### config.mk
export PLATFORM = sky130hd
export DESIGN_NAME = uart_frame_sink
export DESIGN_NICKNAME = d
export VERILOG_FILES = /design/src/rtl/uart_pkg.sv /design/src/rtl/uart_rx_byte.sv /design/src/rtl/uart_frame_sink.sv
export SDC_FILE = /design/constraint.sdc
export NUM_CORES = 1
export LEC_CHECK = 0
export ABC_AREA = 1
export CAP_MARGIN = 15
export CORE_MARGIN = 1
export CORE_UTILIZATION = 61
export DETAILED_ROUTE_END_ITERATION = 7
export MAX_ROUTING_LAYER = met4
export PLACE_DENSITY_LB_ADDON = 0.08
export SLEW_MARGIN = 20
export SYNTH_ARGS = -nofsm -noshare
export SYNTH_HDL_FRONTEND = slang
export SYNTH_SLANG_ARGS = --single-unit
export TNS_END_PERCENT = 10
### constraint.sdc
create_clock -name iCLOCK -period 4.7 [get_ports iCLOCK]
set_input_delay 0.47 -clock iCLOCK [delete_from_list [all_inputs] [get_ports iCLOCK]]
set_output_delay 0.47 -clock iCLOCK [all_outputs]
set_load 0.02 [all_outputs]
### src/rtl/uart_pkg.sv
// Shared constants, byte-FSM state encoding and bit-timing helpers for the UART frame sink.
package uart_pkg;

  localparam int unsigned PAR_NONE = 0;
  localparam int unsigned PAR_ODD  = 1;
  localparam int unsigned PAR_EVEN = 2;

  typedef enum logic [2:0] {
    ST_IDLE,
    ST_START,
    ST_DATA,
    ST_PAR,
    ST_STOP
  } rx_state_e;

  function automatic int unsigned bit_cycles(input int unsigned clkhz, input int unsigned baud);
    return clkhz / baud;
  endfunction

  function automatic int unsigned half_cycles(input int unsigned clkhz, input int unsigned baud);
    return bit_cycles(clkhz, baud) / 2;
  endfunction

endpackage

### src/rtl/uart_rx_byte.sv
// Single-byte UART receiver: line synchroniser, byte FSM, bit timer and parity check.
module uart_rx_byte
  import uart_pkg::*;
#(
  parameter int unsigned BITCYC = 434,
  parameter int unsigned HALF   = 217,
  parameter int unsigned PARITY = PAR_NONE
) (
  input  logic       clk,
  input  logic       rst_n,
  input  logic       rx,
  output logic [7:0] rx_byte,
  output logic       byte_valid,
  output logic       ferr,
  output logic       perr,
  output logic       busy
);

  localparam int unsigned CW      = $clog2(BITCYC + 1);
  localparam logic        HAS_PAR = (PARITY != PAR_NONE);
  localparam logic        ODD     = (PARITY == PAR_ODD);

  rx_state_e      state, state_n;
  logic [CW-1:0]  cnt, cnt_n;
  logic [2:0]     bit_idx, bit_n;
  logic [7:0]     shreg, sh_n, byte_n;
  logic           par_acc, par_n;
  logic           valid_n, ferr_n, perr_n;
  logic           rx_meta, rx_sync, rx_prev;
  logic           fall, tick_half, tick_bit;

  // Two-flop synchroniser plus previous-value flop for falling-edge detection.
  always_ff @(posedge clk or negedge rst_n) begin
    if (!rst_n) begin
      rx_meta <= 1'b1;
      rx_sync <= 1'b1;
      rx_prev <= 1'b1;
    end else begin
      rx_meta <= rx;
      rx_sync <= rx_meta;
      rx_prev <= rx_sync;
    end
  end

  always_ff @(posedge clk or negedge rst_n) begin
    if (!rst_n) begin
      state      <= ST_IDLE;
      cnt        <= '0;
      bit_idx    <= '0;
      shreg      <= '0;
      par_acc    <= 1'b0;
      rx_byte    <= '0;
      byte_valid <= 1'b0;
      ferr       <= 1'b0;
      perr       <= 1'b0;
      busy       <= 1'b0;
    end else begin
      state      <= state_n;
      cnt        <= cnt_n;
      bit_idx    <= bit_n;
      shreg      <= sh_n;
      par_acc    <= par_n;
      rx_byte    <= byte_n;
      byte_valid <= valid_n;
      ferr       <= ferr_n;
      perr       <= perr_n;
      busy       <= (state_n != ST_IDLE);
    end
  end

  always_comb begin
    state_n   = state;
    cnt_n     = cnt;
    bit_n     = bit_idx;
    sh_n      = shreg;
    par_n     = par_acc;
    byte_n    = rx_byte;
    valid_n   = 1'b0;
    ferr_n    = 1'b0;
    perr_n    = 1'b0;
    fall      = rx_prev & ~rx_sync;
    tick_half = (cnt == CW'(HALF - 1));
    tick_bit  = (cnt == CW'(BITCYC - 1));

    case (state)
      // A falling edge can only follow a high line, so a low stop bit re-arms only after recovery.
      ST_IDLE: begin
        if (fall) begin
          state_n = ST_START;
          cnt_n   = '0;
        end
      end
      ST_START: begin
        if (tick_half) begin
          cnt_n = '0;
          if (rx_sync) begin
            state_n = ST_IDLE;
          end else begin
            state_n = ST_DATA;
            bit_n   = '0;
            par_n   = 1'b0;
          end
        end else begin
          cnt_n = cnt + CW'(1);
        end
      end
      ST_DATA: begin
        if (tick_bit) begin
          cnt_n = '0;
          sh_n  = {rx_sync, shreg[7:1]};
          par_n = par_acc ^ rx_sync;
          if (bit_idx == 3'd7) begin
            state_n = HAS_PAR ? ST_PAR : ST_STOP;
          end else begin
            bit_n = bit_idx + 3'd1;
          end
        end else begin
          cnt_n = cnt + CW'(1);
        end
      end
      ST_PAR: begin
        if (tick_bit) begin
          cnt_n = '0;
          if ((par_acc ^ rx_sync) != ODD) begin
            perr_n  = 1'b1;
            state_n = ST_IDLE;
          end else begin
            state_n = ST_STOP;
          end
        end else begin
          cnt_n = cnt + CW'(1);
        end
      end
      ST_STOP: begin
        if (tick_bit) begin
          cnt_n   = '0;
          state_n = ST_IDLE;
          if (rx_sync) begin
            valid_n = 1'b1;
            byte_n  = shreg;
          end else begin
            ferr_n = 1'b1;
          end
        end else begin
          cnt_n = cnt + CW'(1);
        end
      end
      default: state_n = ST_IDLE;
    endcase
  end

endmodule

### src/rtl/uart_frame_sink.sv
// UART frame sink: assembles FRAMEBYTES received bytes MSB-first and holds the frame on valid/ready.
module uart_frame_sink
  import uart_pkg::*;
#(
  parameter int unsigned CLKHZ        = 50000000,
  parameter int unsigned BAUDRATE     = 115200,
  parameter int unsigned FRAMEBYTES   = 8,
  parameter int unsigned PARITY       = PAR_NONE,
  parameter int unsigned TIMEOUT_BITS = 20
) (
  input  logic                    iCLOCK,
  input  logic                    iNRESET,
  input  logic                    iRX,
  input  logic                    iREADY,
  output logic                    oRECEPT,
  output logic                    oVALID,
  output logic                    oDONE,
  output logic [8*FRAMEBYTES-1:0] oFDATA,
  output logic                    oFERR,
  output logic                    oPERR,
  output logic                    oTOUT,
  output logic                    oOVERRUN
);

  localparam int unsigned BITCYC = bit_cycles(CLKHZ, BAUDRATE);
  localparam int unsigned HALF   = half_cycles(CLKHZ, BAUDRATE);
  localparam int unsigned FW     = 8 * FRAMEBYTES;
  localparam int unsigned GAPCYC = TIMEOUT_BITS * BITCYC;
  localparam int unsigned GW     = $clog2(GAPCYC + 1);
  localparam int unsigned BCW    = $clog2(FRAMEBYTES + 1);

  logic [7:0]     rx_byte;
  logic           byte_valid, rx_busy;
  logic [FW-1:0]  frame_sr, frame_full;
  logic [BCW-1:0] byte_cnt, byte_cnt_n;
  logic [GW-1:0]  gap;
  logic           complete, accept, gap_run, gap_hit;

  uart_rx_byte #(
    .BITCYC (BITCYC),
    .HALF   (HALF),
    .PARITY (PARITY)
  ) u_rx (
    .clk        (iCLOCK),
    .rst_n      (iNRESET),
    .rx         (iRX),
    .rx_byte    (rx_byte),
    .byte_valid (byte_valid),
    .ferr       (oFERR),
    .perr       (oPERR),
    .busy       (rx_busy)
  );

  // Frame bookkeeping; the gap timer runs only while a partial frame waits on an idle line.
  always_comb begin
    frame_full = FW'({frame_sr, rx_byte});
    complete   = byte_valid & (byte_cnt == BCW'(FRAMEBYTES - 1));
    accept     = ~oVALID | iREADY;
    gap_run    = ~rx_busy & (byte_valid | (byte_cnt != '0));
    gap_hit    = gap_run & (gap == GW'(GAPCYC - 1));
    byte_cnt_n = byte_cnt;
    if (oFERR | oPERR | gap_hit | complete) begin
      byte_cnt_n = '0;
    end else if (byte_valid) begin
      byte_cnt_n = byte_cnt + BCW'(1);
    end
  end

  always_ff @(posedge iCLOCK or negedge iNRESET) begin
    if (!iNRESET) begin
      frame_sr <= '0;
      byte_cnt <= '0;
      gap      <= '0;
      oRECEPT  <= 1'b0;
      oVALID   <= 1'b0;
      oDONE    <= 1'b0;
      oFDATA   <= '0;
      oTOUT    <= 1'b0;
      oOVERRUN <= 1'b0;
    end else begin
      byte_cnt <= byte_cnt_n;
      if (byte_valid) begin
        frame_sr <= frame_full;
      end
      if (gap_run & ~gap_hit & ~complete & ~oFERR & ~oPERR) begin
        gap <= gap + GW'(1);
      end else begin
        gap <= '0;
      end
      oRECEPT  <= rx_busy | (byte_cnt_n != '0);
      oDONE    <= complete & accept;
      oOVERRUN <= complete & ~accept;
      oTOUT    <= gap_hit;
      // A completing frame wins over acceptance of the held one, keeping oVALID high.
      if (complete & accept) begin
        oFDATA <= frame_full;
        oVALID <= 1'b1;
      end else if (oVALID & iREADY) begin
        oVALID <= 1'b0;
      end
    end
  end

endmodule

==> impl_metrics.ini, run 1 <==
[logic_synthesis]
postSynthCellCount = 810
yosys_warnings = 0
synthTopCellsByArea = dfrtp_1 (59%), nand2_1 (11%), inv_1 (5.5%), o21ai_0 (4.2%), o21ai_2 (3.9%)
ys_ff_latch = 182
synth_top_flop_cell = dfrtp_1
ys_seq_area_share_pct = 60.0
synth_edf_count = 0
yosysTopAreaCell = dfrtp_1
synth_top_area_share_pct = 59.0
syn_nets = 822
syn_area_per_cell_um2 = 9.38
syn-cell-area_um2 = 7600
synth.distinct_cells = 33
async_flop_share_pct = 100

[route]
firstDrtPassIters = 4
avgViaCountPerCell = 5.16
vias = 5473
wl_um = 14500
initialDrtViolationCount = 398
wl_per_cell_um = 13.6
remaining_drc_errors = 0
ant_nets = 0

[global_route]
grt_pass1_vias = 5354
antenna_found_initial = 0
grt_max_degree = 119
grt-ovfl-total = 0
grt_pass1_wl_um = 24600
grt_use_total_pct = 25.3

[finish]
final_common_cell = nand2_1
utilization_pct = 75.0
diodes = 0
area_growth_pct = 19.1
drive_above_1_share_pct = 10.4
layout_common_cells = nand2_1 (214), dfrtp_1 (178), inv_1 (112), clkdlybuf4s50_1 (73), o21ai_0 (63)
nets = 892
n_fill_cell = 870
seqCellArea_um2 = 4560
multi_input_area_um2 = 2410

[timing]
final.setup.tns_ns = 0
fmax_ghz = 0.426
final-setup-viol-count = 0
tightest_slew_ns = 1.00
fin_skew_ns = 0.00608
min_period_ns = 2.35
min_period_over_period_pct = 49.9
timing.final.max_slew_violations = 0
rsz0062_at_grt = no
holdWs_ns = 0.357
hold_viol = 0
relSlewSlack_pct = 33.2

[die]
start_util_pct = 63.0
die_area_um2 = 12900
rows = 40
die_w_um = 114
core_area_um2 = 12100
ios = 75
die_y_um = 114

[clock_network]
cts_setup_buffers = 0
cts_buffer_depth = 2
holdBufCountCts = 0
insertion_delay_ns = 0.43
cts_tree = done
cts_buffers = 17
cts_root_buf = clkbuf_16
htree_levels = 4
cts.sinks = 182
clk_pin_slew_ns = 0.06
cts_resized = 0

[setup_path]
reg2reg_slack_ns = 2.36
r2r_end = gap[12]$_DFF_PN0_
worstPathArrival_ns = 2.71
cpMaxStageDelayCell = buf_4
start_kind = flop
timing.critical_path.to_type = flop
cp_slowest_stage_delay_ns = 0.73
crit_required_ns = 5.07
cp_max_fo = 118
crit_type = reg -> reg
r2r_cells = 6
crit_chain = buf_4, nor2_1, a21oi_1, nand3_1, o21bai_1, inv_1
r2r-start = u_rx.byte_valid$_DFF_PN0_

[hold_path]
hold_end = u_rx.rx_sync$_DFF_PN1_
hold_start = u_rx.rx_meta$_DFF_PN1_
worstHoldPathCells = 0
worstHoldPathType = reg -> reg

[outcome]
status = finished, final reports clean

[place]
gp_congestion = 0.894
place.port_buffers = 74
hpwl_um = 9550

[power_and_ir_drop]
p_leak_nw = 4.22
ir_worst_vdd_uv = 248
pwr_density_cell_nw_per_um2 = 378

[flow_run]
max_cap_viol_count = 0
[state kept, by name, summed over array words and instances (netlist names)]
| name | count |
|---|---|
| u_rx.busy | 1 |
| u_rx.byte_valid | 1 |
| u_rx.state | 3 |
| u_rx.rx_prev | 1 |
| u_rx.shreg | 8 |
| u_rx.perr | 1 |
| u_rx.cnt | 9 |
| u_rx.bit_idx | 3 |
| oFDATA | 64 |
| oTOUT | 1 |
| u_rx.par_acc | 1 |
| u_rx.rx_sync | 1 |
| oOVERRUN | 1 |
| u_rx.rx_meta | 1 |
| u_rx.rx_byte | 8 |
| u_rx.ferr | 1 |
| oDONE | 1 |
| oRECEPT | 1 |
| oVALID | 1 |
| gap | 14 |
| byte_cnt | 4 |
| frame_sr | 56 |
[area by class of cell]
cell class,instances,share of cell area (%)
Inverter,114,4.79
Multi-Input combinational cell,485,26.7
Clock inverter,11,1.62
Sequential cell,182,50.4
Tap cell,168,2.32
Timing Repair Buffer,80,8.95
Clock buffer,21,5.20
[metal layers]
metal,GRT usage [%],up-vias,part of all wire (%)
met3,5.10,20,3.6
met4,8.68,0,1.6
met1,30.6,2653,43
met5,-,-,0
li1,-,2691,-
met2,42.6,109,51
[logic make-up after synthesis]
logic type               Yosys count  share of synthesized area (%)
AND/OR/NAND/NOR                  321                           17.8
buffers and inverters            143                           8.20
flip-flops                       182                           60.0
adder cells (fa/ha/maj)            8                           1.32
AO/OA/AOI/OAI                    146                           11.5
XOR/XNOR                          10                           1.15
[cells in the mapped netlist, types with 2 or more instances]
cell	count
nand2_1	214
dfrtp_1	179
inv_1	112
o21ai_0	63
nor2_1	44
o21ai_1	39
o21ai_2	34
nor3_1	17
nand3_1	15
clkbuf_1	12
buf_6	10
nand2_2	9
xor2_1	9
ha_1	8
nand4_1	8
buf_2	6
a21oi_1	4
nand3b_1	4
dfstp_2	3
nand3_2	3
inv_2	2
nor2_4	2
nor4_1	2
o21bai_1	2
[critical path: cells and delay by family (launching register included)]
family	cells	cell delay, ns
simple gates	2	0.57
compound gates	2	0.58
buf+inv	2	0.78
flops	1	0.36
[per-stage QoR]
stage	instances	worst slack, ns	power [mW]	cell area [um2]
2_1_floorplan	810	3.18	1.86	7600
3_3_place_gp	1027	2.08	1.98	8390
3_5_place_dp	1027	1.99	1.99	8390
4_1_cts	1059	2.19	3.45	9000
5_1_grt	1061	2.07	3.55	9040
6_report	1061	2.36	3.42	9040
[report_power, final]
group	internal (mW)	switching, mW
Combinational	0.115	0.171
Clock	0.880	0.578
Sequential	1.63	0.0530
[worst max-delay path by stage]
stage                         startpoint                endpoint  slack, ns  cells after the start
6_report       u_rx.byte_valid$_DFF_PN0_       gap[12]$_DFF_PN0_       2.36                      6
3_3_place_gp                      iREADY  oFDATA[21]$_DFFE_PN0P_       2.08                      7
4_1_cts            byte_cnt[0]$_DFF_PN0_  oFDATA[21]$_DFFE_PN0P_       2.19                      9
3_5_place_dp                      iREADY  oFDATA[21]$_DFFE_PN0P_       1.99                      7
5_1_grt        u_rx.byte_valid$_DFF_PN0_        gap[3]$_DFF_PN0_       2.07                      5
2_1_floorplan      byte_cnt[0]$_DFF_PN0_        gap[7]$_DFF_PN0_       3.18                      7
No activity file was read; power rests on OpenSTA's default activity.
==> run 2, diff against run 1 <==
CORE_UTILIZATION = 51   (was 61)
clock period = 1.9 ns   (was 4.7 ns; I/O delays follow)
==> run 2 against run 1 <==
Count of clock-buffer cells in the layout grew 4. Critical path depth rose by 3. Power rose by 140%. Sequential power increased by 150%. Largest cell class unchanged.
==> impl_metrics.ini, run 2 (synthesis gave the netlist of run 1 again) <==
[outcome]
status = finished, final reports clean

[power_and_ir_drop]
ir_worst_vdd_uv = 627
pwr_density_cell_nw_per_um2 = 903
p_leak_nw = 4.23
p_total_mw = 8.23

[timing]
final-setup-viol-count = 0
hold_viol = 0
fmax_ghz = 0.588
min_period_over_period_pct = 89.4
min_period_ns = 1.70
relSlewSlack_pct = 68.7
rsz0062_at_grt = no
final.setup.tns_ns = 0
tightest_slew_ns = 0.467
fin_skew_ns = 0.00634
timing.final.max_slew_violations = 0

[finish]
final_common_cell = nand2_1
n_fill_cell = 1191
diodes = 0
reg_top3 = oFDATA x64, frame_sr x56, gap x14
layout_common_cells = nand2_1 (214), dfrtp_1 (178), inv_1 (112), clkdlybuf4s50_1 (73), o21ai_0 (63)
nets = 897
drive_above_1_share_pct = 10.7
largest_register_ffs = 64
largest_register = oFDATA
area_growth_pct = 20.1

[route]
ant_nets = 0
wl_met1_um = 6780
firstDrtPassIters = 4
dr_wl_met2_um = 6810
routed.top_layer = met4
wl_um = 14200
remaining_drc_errors = 0
vias = 5357
dr_wl_met3_um = 441
avgViaCountPerCell = 4.96
wl_per_cell_um = 13.2
initialDrtViolationCount = 303

[global_route]
antenna_found_initial = 0
grt_pass1_wl_um = 23500
grt-ovfl-total = 0
grt_max_degree = 113
grt_use_total_pct = 20.5
grt_pass1_vias = 5102

[setup_path]
cp_max_fo = 6
start_kind = flop
reg2reg_slack_ns = 0.20
worstPathArrival_ns = 1.99
timing.critical_path.to_type = flop
crit_required_ns = 2.19
crit_type = reg -> reg

[die]
core_area_um2 = 14500
die_area_um2 = 15400
die_w_um = 124
ios = 75
rows = 44
start_util_pct = 52.3
die_y_um = 124

[place]
hpwl_um = 9880
place.port_buffers = 74
gp_congestion = 0.861

[flow_run]
max_cap_viol_count = 0

[clock_network]
htree_levels = 4
cts_tree = done
cts.sinks = 182
cts_buffer_depth = 2
insertion_delay_ns = 0.42
clk_pin_slew_ns = 0.06
cts_buffers = 17
cts_root_buf = clkbuf_16

[hold_path]
worstHoldPathType = in -> reg
[run 2: changes by cell type in the layout (fill, tap and decap cells not counted), sizes merged]
| cell | before | now |
|---|---|---|
| buf | 6 | 11 |
| clkinvlp | 2 | 3 |
| clkinv | 4 | 1 |
| clkbuf | 21 | 25 |
| inv | 116 | 115 |
| bufinv | 3 | 1 |
[run 2: final cells by class]
cell class	instances	area, um2	area share [%]
repair buffers	85	902	9.89
well taps	184	230	2.52
inverters	114	430	4.72
clock buffers	25	505	5.54
flip-flops and latches	182	4560	50.0
clock inverters	6	66.3	0.727
multi-input cells	485	2430	26.6
[run 2: report_power, final]
part           switching (mW)  internal, mW
sequential              0.135          4.02
combinational           0.421         0.286
clock                    1.40          1.98
[run 2: repair_timing]
item,4_1_cts,5_1_grt
endpoints found under the setup margin,0,5
gates resized for setup,0,2
hold endpoints to repair,37,0
setup buffers,0,0
hold buffers,1,0
[run 2: layer usage]
| metal | vias up | global-route usage [%] |
|---|---|---|
| met4 | 0 | 7.51 |
| li1 | 2703 | - |
| met5 | - | - |
| met1 | 2572 | 26.5 |
| met2 | 68 | 32.0 |
| met3 | 14 | 4.49 |
[run 2: final timing paths]
kind,start,endpoint,depth (start not counted)
max in group asynchronous,iNRESET,u_rx.rx_meta$_DFF_PN1_,3
worst min register to register,u_rx.rx_meta$_DFF_PN1_,u_rx.rx_sync$_DFF_PN1_,0
worst max-delay path,u_rx.cnt[0]$_DFFE_PN0P_,u_rx.cnt[6]$_DFFE_PN0P_,9
min in group asynchronous,iNRESET,oFDATA[56]$_DFFE_PN0P_,2
worst max register to register,u_rx.cnt[0]$_DFFE_PN0P_,u_rx.cnt[6]$_DFFE_PN0P_,9
worst min-delay path,iRX,u_rx.rx_meta$_DFF_PN1_,1
[run 2: worst max-delay path, stage by stage (launching register included)]
cell and delay (ns):
dfrtp_1 0.43, inv_1 0.12, ha_1 0.15, nand2_1 0.04
nor3_1 0.22, nand2_1 0.14, nand2_1 0.09, o21ai_1 0.18
nand2_1 0.11, o21ai_0 0.09
[run 2: through the flow]
stage	area, um2	setup WS [ns]	std cells	hold slack, ns	util, %
2_1_floorplan	7600	0.385	810	-0.106	-
3_3_place_gp	8530	0.240	1049	0.126	58.7
3_5_place_dp	8530	0.137	1049	0.130	58.7
4_1_cts	9110	0.123	1081	0.157	62.7
5_1_grt	9120	0.0408	1081	0.166	62.8
6_report	9120	0.200	1081	0.175	62.8
==> run 3, diff against run 2 <==
CORE_ASPECT_RATIO = 0.9   (was default)
==> run 3 against run 2 <==
Count of clock-buffer cells in the layout fell by 7. Sequential cell count unchanged. Clock power is 7.7% higher. First-iteration DRC count up 17%. Sequential share of layout area down 0.36 points. Critical path depth did not move. Combinational power up 3.8%. Critical endpoint is now u_rx.bit_idx[2]$_DFFE_PN0P_. Largest power group unchanged.
==> impl_metrics.ini, run 3 (synthesis gave the netlist of run 1 again) <==
[setup_path]
worstPathArrival_ns = 2.04
crit_type = reg -> reg
timing.critical_path.to_type = flop
cp_max_fo = 11
crit_chain = inv_1, ha_1, nand3_2, nor2_4, nand2_4, nand2_2, nand2_1, nand2_1, nand2_1
crit_required_ns = 2.22
cp_slowest_stage_delay_ns = 0.41
cpMostUsedCell = nand2_1
cpMaxStageDelayCell = dfrtp_1
start_kind = flop
reg2reg_slack_ns = 0.17

[global_route]
antenna_found_initial = 0
gr-usage-met3_pct = 5.32
grt_pass1_wl_um = 25700
use_met2_pct = 30.8
grt.busiest_layer = met1
grt_pass1_vias = 5329
gr-usage-met1_pct = 31.9
grt_max_degree = 113
grt-ovfl-total = 0
grt_use_total_pct = 22.0

[power_and_ir_drop]
p_leak_nw = 4.29
pwr_density_cell_nw_per_um2 = 927
ir_worst_vdd_uv = 646

[finish]
final_common_cell = nand2_1
nets = 900
largest_register_ffs = 64
largest_register = oFDATA
reg_top3 = oFDATA x64, frame_sr x56, gap x14
layout_common_cells = nand2_1 (214), dfrtp_1 (178), inv_1 (112), clkdlybuf4s50_1 (73), o21ai_0 (63)
design_area_um2 = 9190
drive_above_1_share_pct = 11.4
diodes = 0
area_growth_pct = 21.0

[clock_network]
cts.sinks = 182
cts_root_buf = clkbuf_16
insertion_delay_ns = 0.42
cts_tree = done
cts_buffer_depth = 2
cts_buffers = 17
clk_pin_slew_ns = 0.07
htree_levels = 4

[timing]
min_period_over_period_pct = 90.9
relSlewSlack_pct = 58.8
tightest_slew_ns = 0.618
timing.final.max_slew_violations = 0
final.setup.tns_ns = 0
hold_viol = 0
min_period_ns = 1.73
rsz0062_at_grt = no
fin_skew_ns = 0.00586
fmax_ghz = 0.579
final-setup-viol-count = 0

[place]
hpwl_um = 9940
placed_cell_area_um2 = 8550
place.port_buffers = 74
gp_congestion = 0.898

[route]
initialDrtViolationCount = 354
remaining_drc_errors = 0
vias = 5429
wl_per_cell_um = 13.6
firstDrtPassIters = 4
ant_nets = 0
avgViaCountPerCell = 4.96
wl_um = 14900

[die]
core_area_um2 = 14300
start_util_pct = 53.3
die_y_um = 118
rows = 41
ios = 75
die_w_um = 131
die_area_um2 = 15400

[hold_path]
worstHoldPathType = in -> reg

[flow_run]
max_cap_viol_count = 0

[outcome]
status = finished, final reports clean
[run 3: cell types whose count changed in the layout (fill, tap and decap cells not counted), sizes merged]
cell / before / now
buf: 11 / 14
bufinv: 1 / 3
clkbuf: 25 / 18
clkinv: 1 / 6
clkinvlp: 3 / 2
inv: 115 / 117
[run 3: where the power goes]
part	internal, mW	total [mW]	switching, mW
registers	4.02	4.16	0.137
clock network	2.12	3.63	1.51
logic	0.291	0.734	0.443
[run 3: layer usage]
| metal | wire (um) | vias up |
|---|---|---|
| met5 | 0 | - |
| met1 | 7240 | 2588 |
| met2 | 6770 | 128 |
| met4 | 172 | 0 |
| li1 | - | 2694 |
| met3 | 682 | 19 |
[run 3: final cells by class]
type | instances | area (um2)
Tap cell | 193 | 241
Fill cell | 1177 | 5070
Inverter | 114 | 430
Clock inverter | 14 | 173
Timing Repair Buffer | 88 | 912
Sequential cell | 182 | 4560
Clock buffer | 18 | 439
Multi-Input combinational cell | 485 | 2430
[run 3: through the flow]
stage / utilization, % / instances / hold slack, ns / power, mW / worst slack, ns
after global routing: 64.4 / 1094 / 0.151 / 8.86 / 0.00349
after CTS: 64.3 / 1094 / 0.165 / 8.59 / 0.0700
after global placement: 60.0 / 1061 / 0.223 / 4.92 / 0.238
after floorplan: - / 810 / -0.106 / 4.61 / 0.385
final: 64.4 / 1094 / 0.182 / 8.52 / 0.173
after detailed placement: 60.0 / 1061 / 0.223 / 4.95 / 0.0656
[run 3: worst paths after layout]
kind                            depth (start not counted)               startpoint                          end
worst max-delay path                                    9  u_rx.cnt[1]$_DFFE_PN0P_  u_rx.bit_idx[2]$_DFFE_PN0P_
worst min-delay path                                    1                      iRX       u_rx.rx_meta$_DFF_PN1_
worst max register to register                          9  u_rx.cnt[1]$_DFFE_PN0P_  u_rx.bit_idx[2]$_DFFE_PN0P_
worst min register to register                          0   u_rx.rx_meta$_DFF_PN1_       u_rx.rx_sync$_DFF_PN1_
max in group asynchronous                               3                  iNRESET        oFDATA[1]$_DFFE_PN0P_
min in group asynchronous                               2                  iNRESET             gap[5]$_DFF_PN0_
[run 3: critical path, delay by kind of cell, from the launching register on]
family	cells	cell delay [ns]
AND/OR/NAND/NOR	7	0.87
flip-flops	1	0.41
buffers and inverters	1	0.13
adder cells (fa/ha/maj)	1	0.20
[run 3: timing repair]
item,CTS,global route
resized for setup,0,3
endpoints found under the setup margin,0,11
hold buffers,1,0
endpoints found under the hold margin,56,0
setup buffers,0,0
